### src/rtl/rr_arbiter16.sv
// rr_arbiter16 -- 16-way round-robin arbiter with an IDLE/GRANT/RELEASE FSM.
// The owner index (sel) and decoder enable (en) are registered; gnt is the
// 4-to-16 decode of sel gated by en.
// Optional feature macro: ARB_TIMEOUT_EN adds a 4-bit hold counter that
// forces release after MAX_HOLD grant cycles and pulses timeout. Without the
// macro the grant is held until done or the owner's request drops.
module rr_arbiter16 #(
    parameter int MAX_HOLD = 15
) (
    input  logic        clk,
    input  logic        rst,
    input  logic [15:0] req,
    input  logic        done,
    output logic [3:0]  sel,
    output logic        en,
    output logic [15:0] gnt,
    output logic        busy,
    output logic        timeout
);

    localparam logic [1:0] IDLE    = 2'd0;
    localparam logic [1:0] GRANT   = 2'd1;
    localparam logic [1:0] RELEASE = 2'd2;

    // The hold counter is 4 bits, so the limit must fit 1..15.
    if (MAX_HOLD < 1 || MAX_HOLD > 15) begin : g_bad_hold
        $error("rr_arbiter16: MAX_HOLD must be in 1..15");
    end

    logic [1:0] state;
    logic [3:0] ptr;
    logic [3:0] pick;
    logic [3:0] idx;
    logic       drop;
    logic       leave;

    // Owner asked to give up the grant: finished, or stopped requesting.
    assign drop = done | ~req[sel];

`ifdef ARB_TIMEOUT_EN
    logic [3:0] hold_cnt;
    logic       limit;

    // Current GRANT cycle is the last one allowed for this owner.
    assign limit = (hold_cnt == 4'(MAX_HOLD - 1));
    assign leave = drop | limit;

    // Hold counter sits at zero outside GRANT, counts grant cycles and
    // saturates instead of wrapping; timeout flags a limit-only release.
    always_ff @(posedge clk or posedge rst) begin
        if (rst) begin
            hold_cnt <= 4'd0;
            timeout  <= 1'b0;
        end else begin
            timeout <= (state == GRANT) && limit && !drop;
            if (state != GRANT) begin
                hold_cnt <= 4'd0;
            end else if (hold_cnt != 4'hF) begin
                hold_cnt <= hold_cnt + 4'd1;
            end
        end
    end
`else
    assign leave   = drop;
    assign timeout = 1'b0;
`endif

    // Circular search for the first requester at or after ptr; scanning
    // offsets from high to low lets the smallest offset win.
    always_comb begin
        pick = ptr;
        idx  = ptr;
        for (int i = 15; i >= 0; i--) begin
            idx = ptr + 4'(i);
            if (req[idx]) begin
                pick = idx;
            end
        end
    end

    // Main FSM: arbitrate in IDLE, hold in GRANT, one dead cycle in RELEASE.
    always_ff @(posedge clk or posedge rst) begin
        if (rst) begin
            state <= IDLE;
            ptr   <= 4'd0;
            sel   <= 4'd0;
            en    <= 1'b0;
        end else begin
            case (state)
                IDLE: begin
                    if (|req) begin
                        sel   <= pick;
                        en    <= 1'b1;
                        state <= GRANT;
                    end
                end
                GRANT: begin
                    if (leave) begin
                        en    <= 1'b0;
                        ptr   <= sel + 4'd1;
                        state <= RELEASE;
                    end
                end
                RELEASE: begin
                    state <= IDLE;
                end
                default: begin
                    en    <= 1'b0;
                    state <= IDLE;
                end
            endcase
        end
    end

    assign gnt  = en ? (16'd1 << sel) : 16'd0;
    assign busy = (state != IDLE);

endmodule

### config.mk
export PLATFORM = sky130hd
export DESIGN_NAME = rr_arbiter16
export DESIGN_NICKNAME = d
export VERILOG_FILES = /design/src/rtl/rr_arbiter16.sv
export SDC_FILE = /design/constraint.sdc
export NUM_CORES = 1
export LEC_CHECK = 0
export CORE_ASPECT_RATIO = 1.4
export CORE_MARGIN = 4
export CORE_UTILIZATION = 35
export DETAILED_ROUTE_END_ITERATION = 6
export GPL_TIMING_DRIVEN = 0
export PLACE_DENSITY_LB_ADDON = 0.08
export SYNTH_ARGS = -nofsm -noshare
export SYNTH_HDL_FRONTEND = slang
export SYNTH_SLANG_ARGS = --single-unit
### constraint.sdc
create_clock -name clk -period 3.56 [get_ports clk]
set_input_delay 0.534 -clock clk [delete_from_list [all_inputs] [get_ports clk]]
set_output_delay 0.534 -clock clk [all_outputs]
set_load 0.005 [all_outputs]
==> impl_metrics.toml <==
[outcome]
outcome = "completed"

[synth]
synth_top_area_share_pct = 21.4
yosysTopAreaCell = "mux4_2"
synth_commonest_cells = "33 x nor2_1, 31 x mux4_2, 26 x nand2_1, 25 x mux2i_1, 21 x mux2_2"
synth-async-reset-ratio_pct = 100
synth_area_um2 = 3260
avgSynthCellArea_um2 = 9.20
yosys.cell_count.top_type = "nor2_1"
synth.area.top_cells = "mux4_2 21%, dfrtp_1 8.5%, mux2i_1 7.7%"
synth_flop_cell = "dfrtp_1"
yosysUniqueCellTypes = 62
yosysSeqAreaShare_pct = 8.45
synth_seq_cells = 11
synthCells = 354
syn_nets = 386
ys_warn_count = 0
synth_edf_count = 0

[critical_path]
critical_path.top_delay_family = "multiplexers"
worstSetupEndpoint = "sel[2]"
reg2regPathDepth = 14
cp-end-kind = "flip-flop"
r2r_slack_ns = 0.10
crit_fanout = 10
cp-start-kind = "flip-flop"
r2r-start = "ptr[1]"
startpoint = "ptr[1]"
cp_cell_sequence = "buf_6 -> buf_12 -> clkinvlp_4 -> ha_1 -> buf_2 -> buf_6 -> mux2i_1 -> mux4_2 -> mux2_2 -> mux2_4 -> o22ai_2 -> a221oi_1 -> o21a_1 -> o21ai_1"
path_depth = 14
crit_slowest_cell = "mux4_2"
cp.buffers_inverters = 5
crit_top_cell = "buf_6"
arrival_ns = 3.59
r2r_end = "sel[2]"
critical_path_class = "flip-flop to flip-flop"
required_ns = 3.69
slowest_delay_ns = 0.54

[clock_tree]
clk_path_buf_depth = 2
clk_pin_slew_ns = 0.04
htreeDepth = 1
root_buffer = "clkbuf_16"
cts_tree = "yes"
clock-sinks = 11
ctsHoldBuffers = 0
clkLatencyLatePin_ns = 0.24
numCtsBuffers = 3

[finish]
layout.nets = 432
seq_area_um2 = 277
n_antenna_cell = 0
final_cells = 506
utilization_pct = 43.9
area_growth_pct = 21.6
multi_input_area_um2 = 2820
nFillCells = 926
post_route_cells_drive_above_1_share_pct = 27.3

[timing]
worst_hold_slack_ns = 0.584
skew_ns = 0.00154
final_hold_viol_count = 0
fin_crit_ns = 3.46
relSlewSlack_pct = 48.6
finalCritPeriodShare_pct = 97.1
worstMarginPinSlew_ns = 0.761
slew_viol_final = 0
timing.fmax_mhz = 289
setup_viol = 0
setup_slack_ns = 0.104

[global_routing]
grt_usage_pct = 21.2
antenna_found_initial = 0
grt_pass1_wl_um = 17400
grt_pass1_vias = 3160
grt_start_max_net_pins = 19
grt_overflow = 0

[route]
wirelength_um = 11300
drt_iter0_markers = 135
drtPass1Iterations = 5
drcViolationCount = 0
viasPerCell = 6.29
ant_nets = 0
wire_per_inst_um = 22.3
vias = 3184

[floorplan]
core-area_um2 = 9030
die_w_um = 89.5
io_pins = 42
start_util_pct = 36.1
die-area_um2 = 10900
dieHeight_um = 122
rows = 41

[worst_hold_path]
hp-class = "flip-flop to flip-flop"

[placed_design]
post-place-cells = 493
port_buffers = 32
pre_cts_slack_ns = -0.639
gp_congestion = 0.888
place_hpwl_um = 8940

[run]
cap_violations = 0
-- worst min-delay path by stage --
stage | endpoint | depth (start not counted) | from
detailed placement | en | 3 | state[0]
global route | state[0] | 2 | state[0]
floorplan | en | 1 | rst
CTS | en | 3 | state[0]
finish | en | 3 | state[0]
global placement | en | 3 | state[0]
-- cells in the final DEF, fill, tap and decap left out, drive strengths merged, types with 18 or more instances in the layout --
| master | Yosys | final |
|---|---|---|
| mux2 | 27 | 27 |
| buf | 15 | 25 |
| nand2 | 26 | 26 |
| mux4 | 32 | 32 |
| o21ai | 24 | 24 |
| nor2 | 33 | 33 |
| clkbuf | 15 | 18 |
| a21oi | 20 | 20 |
| mux2i | 31 | 31 |
| clkdlybuf4s50 | 0 | 32 |
-- cell families after synthesis --
group / count (synthesis) / synth area share [%]
AOI/OAI and AO/OA: 91 / 19.0
DFF: 11 / 8.45
and+or+nand+nor: 92 / 12.9
xor gates and xnor gates: 12 / 3.69
adders and majority gates: 13 / 4.99
buffers and inverters: 44 / 7.11
muxes: 90 / 43.8
other: 1 / 0.115
-- what timing repair did --
item | in CTS | in global routing
resized for setup | 16 | 7
endpoints found under the setup margin | 4 | 3
setup buffers | 3 | 8
pin swaps | 1 | 2
-- metrics by stage --
step | setup TNS (ns) | instance area [um2]
5_1_grt | -0.00476 | 3960
4_1_cts | 0 | 3870
3_3_place_gp | -2.11 | 3710
3_5_place_dp | -1.96 | 3710
6_report | 0 | 3960
2_1_floorplan | 0 | 3260
-- per-layer routing --
layer / vias up / routed length (um) / global-route usage (%)
met3: 35 / 624 / 3.18
met1: 1570 / 4170 / 24.4
met2: 130 / 6040 / 38.4
li1: 1449 / - / -
met5: - / 0 / 0
met4: 0 / 435 / 7.82
-- tightest hold or removal path: stages, from the launching register on --
cell and delay (ns):
dfrtp_1 0.35, o21ai_0 0.09, nand2_1 0.06, nand2_1 0.04
-- state kept, by name (all words and copies together) (netlist names) --
register  count
state         2
en            1
sel           4
ptr           4
-- cell type report --
| class | instances | area share, % |
|---|---|---|
| Buffer | 28 | 4.74 |
| Tap cell | 107 | 3.38 |
| Multi-Input combinational cell | 299 | 71.1 |
| Clock buffer | 4 | 1.99 |
| Timing Repair Buffer | 43 | 10.2 |
| Inverter | 14 | 1.64 |
| Sequential cell | 11 | 6.98 |
Power is left out: the tool's default activity adds up to more than one toggle a clock period on the data nets, which glitch-free logic cannot reach.
